**src/rtl/instruction_fetch.sv**
```systemverilog
// instruction_fetch
//   Fetch stage sitting after the PC register. Issues one single-beat read
//   on the instruction bus per fetchStart, holds the returned word with its
//   PC until decode accepts it. At most one transaction is outstanding.
//   Handles flush of in-flight fetches (draining a bus response that is
//   still owed), misaligned-address faults and a bus-response timeout.
//
// Ports
//   clk, reset          clock (rising edge), async active-low reset
//   fetchStart, nextPC  one-cycle fetch request and its address
//   flush               discard current fetch
//   busAddress, busRead address phase (out); busReady accepts it
//   busDataValid,busData read data phase
//   instruction, instructionPC, instructionValid / instructionAccept
//                       fetched word handshake to decode
//   fetchBusy           state != IDLE
//   fetchFault,faultCode sticky fault: 01 misaligned, 10 timeout
module instruction_fetch #(
    parameter int TIMEOUT_CYCLES = 255
) (
    input  logic        clk,
    input  logic        reset,
    input  logic        fetchStart,
    input  logic [31:0] nextPC,
    input  logic        flush,
    output logic [31:0] busAddress,
    output logic        busRead,
    input  logic        busReady,
    input  logic        busDataValid,
    input  logic [31:0] busData,
    output logic [31:0] instruction,
    output logic [31:0] instructionPC,
    output logic        instructionValid,
    input  logic        instructionAccept,
    output logic        fetchBusy,
    output logic        fetchFault,
    output logic [1:0]  faultCode
);

    localparam int TW = $clog2(TIMEOUT_CYCLES + 1);
    localparam logic [TW-1:0] TMAX = TW'(TIMEOUT_CYCLES);

    localparam logic [1:0] FAULT_NONE      = 2'b00;
    localparam logic [1:0] FAULT_MISALIGN  = 2'b01;
    localparam logic [1:0] FAULT_TIMEOUT   = 2'b10;

    typedef enum logic [2:0] {
        IDLE,
        REQUEST,
        WAIT_DATA,
        HOLD,
        DRAIN
    } state_t;

    state_t        state, state_nxt;
    logic [TW-1:0] timer, timer_nxt;
    logic [31:0]   addr_nxt, instr_nxt, ipc_nxt;
    logic [1:0]    code_nxt;
    logic          do_start;

    always_comb begin
        state_nxt = state;
        timer_nxt = timer;
        addr_nxt  = busAddress;
        instr_nxt = instruction;
        ipc_nxt   = instructionPC;
        code_nxt  = faultCode;
        do_start  = 1'b0;

        case (state)
            IDLE: begin
                // flush drops a same-cycle start
                do_start = fetchStart && !flush;
            end
            REQUEST: begin
                if (busReady) begin
                    timer_nxt = '0;
                    // address already accepted: the response must be drained
                    state_nxt = flush ? DRAIN : WAIT_DATA;
                end else if (flush) begin
                    state_nxt = IDLE;
                end
            end
            WAIT_DATA: begin
                if (busDataValid) begin
                    if (flush) begin
                        state_nxt = IDLE;
                    end else begin
                        instr_nxt = busData;
                        ipc_nxt   = busAddress;
                        state_nxt = HOLD;
                    end
                end else if (flush) begin
                    // timer keeps running: the bus still owes this response
                    state_nxt = DRAIN;
                    if (timer != TMAX) timer_nxt = timer + TW'(1);
                end else if (timer == TMAX) begin
                    code_nxt  = FAULT_TIMEOUT;
                    state_nxt = IDLE;
                end else begin
                    timer_nxt = timer + TW'(1);
                end
            end
            DRAIN: begin
                if (busDataValid) begin
                    state_nxt = IDLE;
                end else if (timer == TMAX) begin
                    code_nxt  = FAULT_TIMEOUT;
                    state_nxt = IDLE;
                end else begin
                    timer_nxt = timer + TW'(1);
                end
            end
            HOLD: begin
                if (flush) begin
                    state_nxt = IDLE;
                end else if (instructionAccept) begin
                    state_nxt = IDLE;
                    // back-to-back start skips the idle bubble
                    do_start  = fetchStart;
                end
            end
            default: state_nxt = IDLE;
        endcase

        if (do_start) begin
            if (nextPC[1:0] != 2'b00) begin
                code_nxt  = FAULT_MISALIGN;
                state_nxt = IDLE;
            end else begin
                code_nxt  = FAULT_NONE;
                addr_nxt  = nextPC;
                state_nxt = REQUEST;
            end
        end
    end

    // Outputs are registered from next-state so they line up with the state.
    always_ff @(posedge clk or negedge reset) begin
        if (!reset) begin
            state            <= IDLE;
            timer            <= '0;
            busAddress       <= '0;
            busRead          <= 1'b0;
            instruction      <= '0;
            instructionPC    <= '0;
            instructionValid <= 1'b0;
            fetchBusy        <= 1'b0;
            fetchFault       <= 1'b0;
            faultCode        <= FAULT_NONE;
        end else begin
            state            <= state_nxt;
            timer            <= timer_nxt;
            busAddress       <= addr_nxt;
            busRead          <= (state_nxt == REQUEST);
            instruction      <= instr_nxt;
            instructionPC    <= ipc_nxt;
            instructionValid <= (state_nxt == HOLD);
            fetchBusy        <= (state_nxt != IDLE);
            fetchFault       <= (code_nxt != FAULT_NONE);
            faultCode        <= code_nxt;
        end
    end

endmodule

```
**config.mk**
```make
export PLATFORM = sky130hd
export DESIGN_NAME = instruction_fetch
export DESIGN_NICKNAME = d
export VERILOG_FILES = /design/src/rtl/instruction_fetch.sv
export SDC_FILE = /design/constraint.sdc
export NUM_CORES = 1
export LEC_CHECK = 0
export CAP_MARGIN = 20
export CORE_ASPECT_RATIO = 1.25
export CORE_UTILIZATION = 47
export CTS_CLUSTER_SIZE = 14
export DETAILED_ROUTE_END_ITERATION = 10
export PLACE_DENSITY_LB_ADDON = 0.15
export SLEW_MARGIN = 10
export SYNTH_ARGS = -nofsm -noshare
export SYNTH_HDL_FRONTEND = slang
export SYNTH_SLANG_ARGS = --single-unit
export TNS_END_PERCENT = 10
```
**constraint.sdc**
```tcl
create_clock -name clk -period 4.38 [get_ports clk]
set_input_delay 0.876 -clock clk [delete_from_list [all_inputs] [get_ports clk]]
set_output_delay 0.876 -clock clk [all_outputs]
set_load 0.03 [all_outputs]
```
# [Yosys cells after proc, flatten, opt, wreduce, memory -nomap -nowiden]
# Cells that the tools add are included.
# Widths: inputs -> output; s select.
[totals] register_bits=113 input_bits=71 output_inout_bits=102
[classes] addsub=1 eq_ne=12 mux=30 n_bitwise=2 n_reduce_logical=10
[ops] op="$mux 8" n=6
[ops] op="$mux 3" n=10
[ops] op="$pmux 8 s3" n=1
[ops] op="$pmux 3 s5" n=1
[ops] op="$mux 2" n=6
[ops] op="$eq 3x2->1 const B" n=3
[ops] op="$add 8x1->8 const B" n=1
[ops] op="$eq 8x8->1 const B" n=1
[ops] op="$ne 8x8->1 const B" n=1
[ops] op="$eq 3x1->1 const B" n=2
[ops] op="$ne 2x2->1 const B" n=3
[ops] op="$reduce_bool 3->1" n=2
[ops] op="$reduce_and 5->1" n=1
[ops] op="$mux 1" n=4
[ops] op="$pmux 2 s2" n=1
[ops] op="$reduce_bool 2->1" n=2
[ops] op="$eq 3x3->1 const B" n=1
[ops] op="$logic_not 3->1" n=1
[ops] op="$ne 3x3->1 const B" n=1
[ops] op="$reduce_and 3->1" n=1
[ops] op="$not 1->1" n=2
[ops] op="$pmux 1 s2" n=1
[ops] op="$reduce_and 2->1" n=1
[ops] op="$logic_and 1x1->1" n=1
[ops] op="$logic_not 1->1" n=1

# [Longest topological paths before layout]
# Gate-level depths: netlist (run 1).
[logic_depth] word_depth=7 depth_mapped=6 ltp_nobuf=5

# [Worst setup path before layout (run 1)]
# Ideal clock, no wire load.
[synth_path] path_kind="input-to-reg" startpoint="input busDataValid" endpoint="register timer[2]" setup_ns=0.123 arrival_time_ns=2.128 required_time_ns=4.257 path_slack_ns=2.129 path_stages=5 path_buffers=1 cell_sequence="or4b_1 o311a_1 buf_6 a2111o_1 o221a_2"
[synth_between] elab_chain_cells=2 word_cells_on_any_way=3 classes_between="2 x eq/ne; 1 x reduce/logical"
[synth_lines] element="from (decl)" line="29" rtl="input logic busDataValid,"
[synth_lines] element="$ne 2x2->1 (no source line)"
[synth_lines] element="$reduce_and 5->1 (no source line) (*)"
[synth_lines] element="to (signal assigned)" line="153" rtl="timer <= timer_nxt;"
[synth_lines] element="to (decl)" line="56" rtl="logic [TW-1:0] timer, timer_nxt;"
# Mark *: on every way between the ends. The rest lies on a longest branch, timed or not.
# A chain may end at the register's enable or synchronous reset.

# [Worst setup path in the final report (run 1)]
[layout_path] startpoint="input instructionAccept" endpoint="register busAddress[3]"
[layout_between] elab_chain_cells=4
[layout_lines] element="from (decl)" line="34" rtl="input logic instructionAccept,"
[layout_lines] element="$mux 1" line="117" rtl="end else if (instructionAccept) begin"
[layout_lines] element="$mux 1" line="115" rtl="if (flush) begin"
[layout_lines] element="$pmux 1 s2" line="70" rtl="case (state)"
[layout_lines] element="$reduce_and 2->1 (no source line)"
[layout_lines] element="to (signal assigned)" line="154" rtl="busAddress <= addr_nxt;"
[layout_lines] element="to (decl)" line="26" rtl="output logic [31:0] busAddress,"
# Every way passes these cells.

==> results of run 1 <==
-- critical path: stages --
cell and delay [ns]:
clkdlybuf4s50_1 0.43, and3_1 0.23, o2111ai_4 0.69, buf_4 0.34, mux2_2 0.35
-- power by group through the flow --
| stage | clock (mW) | sequential (mW) | combinational, mW |
|---|---|---|---|
| after floorplan | 0 | 2.31 | 0.380 |
| after global placement | 0 | 1.62 | 1.92 |
| after detailed placement | 0 | 1.64 | 1.94 |
| after CTS | 1.20 | 1.63 | 1.95 |
| after global routing | 1.25 | 1.68 | 2.03 |
| final | 1.18 | 1.63 | 1.93 |
-- placed cells by master (no fill, tap or decap), types with 2 or more instances in the layout --
cell / netlist / routed
inv_1: 5 / 5
a21o_2: 2 / 2
and2_1: 4 / 4
o221a_2: 2 / 2
a31oi_1: 3 / 3
clkdlybuf4s50_1: 0 / 171
mux2_2: 95 / 95
nand3_1: 3 / 3
clkbuf_16: 0 / 17
nor2_1: 7 / 7
a21oi_1: 5 / 5
o21ai_0: 3 / 3
nor3_1: 3 / 3
nand2_1: 4 / 4
a22o_1: 2 / 2
and3_1: 2 / 2
buf_4: 1 / 6
clkinv_2: 0 / 6
dfrtp_1: 113 / 113
and3b_1: 2 / 2
or2b_2: 2 / 2
o22a_2: 3 / 3
clkbuf_8: 0 / 3
nor3b_1: 2 / 2
a41oi_1: 2 / 2
clkbuf_1: 2 / 2
-- sequential cells by signal, indices dropped and copies added, names as in the netlist --
register,cells
busAddress,32
instructionPC,32
instruction,32
timer,8
state,3
faultCode,2
busRead,1
fetchBusy,1
fetchFault,1
instructionValid,1
-- per-layer routing --
metal / track usage [%] / wire (um) / vias up
li1: - / - / 1447
met1: 23.5 / 3720 / 1583
met2: 37.3 / 5310 / 126
met3: 8.97 / 777 / 14
met4: 8.99 / 182 / 0
met5: 0 / 0 / -
-- final cells by class --
cell class / count / area, um^2
Clock inverter: 7 / 37.5
Timing Repair Buffer: 177 / 1760
Sequential cell: 113 / 2830
Tap cell: 123 / 154
Inverter: 5 / 18.8
Fill cell: 620 / 2370
Clock buffer: 22 / 474
Multi-Input combinational cell: 166 / 1580
-- path summary, 6_finish.rpt --
path	cells after the start	start	to
worst max-delay path	5	instructionAccept	busAddress[3]
worst min-delay path	1	instructionPC[30]	instructionPC[30]
worst max register to register	4	state[0]	busAddress[3]
worst min register to register	1	instructionPC[30]	instructionPC[30]
max in group asynchronous	2	reset	instructionPC[0]
min in group asynchronous	1	reset	fetchFault
-- kinds of logic (layout without fill, tap and decap cells) --
logic type / after synthesis / after routing / synth area share (%)
AO/OA/AOI/OAI: 31 / 31 / 5.57
flip-flops: 113 / 113 / 62.9
adder cells (fa/ha/maj): 1 / 1 / 0.278
multiplexers: 96 / 96 / 24.0
AND/OR/NAND/NOR: 38 / 38 / 5.09
buffers and inverters: 18 / 211 / 2.14
-- stage by stage --
stage               hold WS (ns)  instances  util (%)
floorplan                  0.491        297         -
global placement           0.486        584      68.7
detailed placement         0.492        584      68.7
CTS                        0.503        613      74.3
global route               0.516        613      74.3
finish                     0.499        613      74.3
==> impl_metrics.yaml, run 1 <==
status:
  status: "finished, final reports clean"
floorplan:
  ios: 173
  die_x_um: 89.5
  die_y_um: 111
  rows: 39
  core_area_um2: 9220
  die-area_um2: 9960
  start_util_pct: 48.7
placement:
  port_buffers: 172
  gp_congestion: 0.786
  place_area_um2: 6340
  dp_worst_setup_slack_ns: 1.27
  dp_hpwl_um: 7050
clock_tree:
  cts_htree_levels: 4
  cts_tree: "done"
  cts.sinks: 113
  clk_pin_slew_ns: 0.05
  insertion_delay_ns: 0.40
  clock_path_buffers: 2
  ctsHoldBuffers: 0
  cts_setup_buffers: 0
  cts_root_buf: "clkbuf_16"
  cts_buffers: 17
  cts_resized: 0
yosys:
  ys_top_cells_by_area: "dfrtp_1 (63%), mux2_2 (24%), buf_2 (0.89%)"
  ys_types: 44
  postSynthCellCount: 297
  synth_edf_count: 0
  yosysTopAreaCell: "dfrtp_1"
  synth_nets: 369
  synth.avg_cell_area_um2: 15.1
  synth_seq_cells: 113
  synth_ff_type: "dfrtp_1"
  synth_most_common_cell: "dfrtp_1"
  yosys_warnings: 0
  async_flop_share_pct: 100
  synth_top_cell_area_share_pct: 62.9
  synth_area_um2: 4500
  ys_seq_area_share_pct: 62.9
  synthTopCellsByCount: "dfrtp_1 (113), mux2_2 (95), buf_2 (8)"
routing:
  route.detailed.drc: 0
  vias: 3170
  drt-total-wl_um: 9990
  ant_nets: 0
  via_per_inst: 5.17
  drt-initial-drc-count: 147
  wl_per_cell_um: 16.3
  firstDrtPassIters: 4
power:
  switching_power_mw: 1.67
  power.internal_mw: 3.07
  power_density_nw_per_um2: 692
  seqPwrFrac_pct: 34.4
  p_leak_nw: 3.07
  clkPwrFrac_pct: 24.8
  swShare_pct: 35.1
  total_power_mw: 4.74
  ir_drop_mv: 0.492
  p_comb_share_pct: 40.8
timing:
  finClkSkew_ns: 0.0102
  setup_violations: 0
  period_needed_ns: 2.66
  drv_slew: 0
  slew_headroom_pct: 41.6
  hold_viol_final: 0
  fin_crit_sh_pct: 60.8
  worst_pin_slew_ns: 0.876
  final.setup.tns_ns: 0
  fin_ws_ns: 1.72
  grt_setup_unrepaired: "false"
  fmax_mhz: 375
layout:
  finalNetCount: 552
  fin_area_um2: 6850
  drive_above_1_share_pct: 28.8
  n_antenna_cell: 0
  syn_to_final_growth_pct: 52.4
global_routing:
  grt_first_pass_wirelength_um: 16100
  gr-total-overflow: 0
  grt_max_degree: 72
  antenna_found_initial: 0
  grt_util_all_layers_pct: 21.8
  grt_pass1_vias: 3345
job:
  drv_cap: 0
critical_path:
  crit_fanout: 23
  worstPathRequired_ns: 4.66
  crit_arrival_ns: 2.94
  end_kind: "flop"
  critPathKind: "in2reg"
  r2r_slack_ns: 2.08
  start_kind: "input pin"
worst_hold_path:
  min_path_type: "reg2reg"
(Power assumes the default switching activity.)
==> inputs of run 2 (changes only) <==
--- a/config.mk
+++ b/config.mk
@@ -7,7 +7,7 @@
 export LEC_CHECK = 0
 export CAP_MARGIN = 20
 export CORE_ASPECT_RATIO = 1.25
-export CORE_UTILIZATION = 47
+export CORE_UTILIZATION = 40
 export CTS_CLUSTER_SIZE = 14
 export DETAILED_ROUTE_END_ITERATION = 10
 export PLACE_DENSITY_LB_ADDON = 0.15
==> constraint.sdc (replaced) <==
create_clock -name clk -period 2.4 [get_ports clk]
set_input_delay 0.48 -clock clk [delete_from_list [all_inputs] [get_ports clk]]
set_output_delay 0.48 -clock clk [all_outputs]
set_load 0.03 [all_outputs]
==> impl_metrics.yaml, run 2 (synthesis results as in run 1) <==
critical_path:
  end_kind: "flop"
  path_delay_family: "compound AO/OA/AOI/OAI gates"
  crit_chain: "or4b_1 -> o311a_1 -> a2111o_1 -> o221a_2"
  start_kind: "flop"
  crit_arrival_ns: 2.30
  crit_fanout: 14
  rr_worst_depth: 4
  slowest_delay_ns: 0.59
  crit_path_top_delay_cell: "or4b_1"
  r2r_slack_ns: 0.38
  critPathBufInv: 0
  critPathKind: "reg2reg"
  worstPathRequired_ns: 2.68
  path_depth: 4
clock_tree:
  clock_path_buffers: 2
  cts_resized: 0
  cts_htree_levels: 4
  insertion_delay_ns: 0.40
  cts_tree: "done"
  cts_root_buf: "clkbuf_16"
  cts_buffers: 17
  ctsHoldBuffers: 1
  clk_pin_slew_ns: 0.06
  cts_setup_buffers: 0
  cts.sinks: 113
power:
  power_density_nw_per_um2: 1300
  ir_drop_mv: 0.696
  total_power_mw: 9.16
  p_leak_nw: 3.15
worst_hold_path:
  min_path_type: "in2async"
timing:
  period_needed_ns: 2.02
  grt_setup_unrepaired: "false"
  finClkSkew_ns: 0.00765
  final.setup.tns_ns: 0
  drv_slew: 0
  slew_headroom_pct: 66.4
  hold_viol_final: 0
  worst_pin_slew_ns: 0.502
  hold_slack_ns: 0.454
  fmax_mhz: 495
  fin_ws_ns: 0.381
  setup_violations: 0
  fin_crit_sh_pct: 84.1
floorplan:
  rows: 42
  core_area_um2: 10800
  die_y_um: 121
  die_x_um: 96.8
  start_util_pct: 41.7
  die-area_um2: 11700
  ios: 173
routing:
  vias: 3154
  firstDrtPassIters: 6
  via_per_inst: 5.01
  route.detailed.drc: 0
  drt-total-wl_um: 10400
  ant_nets: 0
  drt-initial-drc-count: 82
  wl_per_cell_um: 16.6
layout:
  syn_to_final_growth_pct: 56.8
  multi_input_area_um2: 1580
  fin_area_um2: 7050
  n_fill_cell: 826
  largest_registers: "busAddress: 32 flops, instructionPC: 32 flops, instruction: 32 flops"
  drive_above_1_share_pct: 29.8
  finalNetCount: 556
  final_common_cell: "clkdlybuf4s50_1"
  layout_common_cells: "clkdlybuf4s50_1 (171), dfrtp_1 (113), mux2_2 (95)"
  ff_latch_area_um2: 2830
  fin_util_pct: 65.4
  n_antenna_cell: 0
  stdcell_count: 629
status:
  status: "finished, final reports clean"
global_routing:
  grt_busiest_layer: "met2"
  gr-total-overflow: 0
  grt_use_met2_pct: 30.5
  grt_pass1_vias: 3452
  grt_max_degree: 76
  antenna_found_initial: 0
  grt_util_all_layers_pct: 18.5
  grtUsageMet1_pct: 20.5
  met3_usage_pct: 7.92
  grt_first_pass_wirelength_um: 16900
placement:
  place_area_um2: 6410
  port_buffers: 172
  dp_hpwl_um: 7110
  dp.cells: 596
  gp_congestion: 0.758
  dp_worst_setup_slack_ns: 0.0900
job:
  drv_cap: 0
run 2: changes by cell type in the layout (fill, tap and decap cells not counted), sizes merged:
cell	before	now
clkinv	6	5
buf	6	9
clkinvlp	1	4
bufinv	0	4
clkbuf	22	19
dlygate4sd3	0	1
run 2: worst register-to-register path, stage by stage, from the launching register on:
cell and delay (ns):
dfrtp_1 0.51, or4b_1 0.59, o311a_1 0.21, a2111o_1 0.44, o221a_2 0.15
run 2: power by group:
part | switching (mW) | internal [mW] | total, mW
logic | 1.88 | 1.68 | 3.56
registers | 0.395 | 2.58 | 2.97
clock network | 0.865 | 1.76 | 2.63
run 2: cell type report:
class	instances	share of cell area, %
Sequential cell	113	40.1
Multi-Input combinational cell	166	22.4
Clock inverter	13	2.64
Clock buffer	19	6.28
Timing Repair Buffer	181	25.9
Tap cell	132	2.34
Inverter	5	0.266
run 2: final timing paths:
check | startpoint | end
worst max-delay path | state[0] | timer[2]
worst min-delay path | reset | faultCode[1]
worst max register to register | state[0] | timer[2]
worst min register to register | instruction[13] | instruction[13]
max in group asynchronous | reset | instruction[21]
min in group clk | instruction[13] | instruction[13]
run 2: routing by layer:
| layer | vias to the layer above | wire (um) |
|---|---|---|
| met3 | 22 | 869 |
| li1 | 1452 | - |
| met1 | 1552 | 4120 |
| met4 | 0 | 260 |
| met5 | - | 0 |
| met2 | 128 | 5160 |
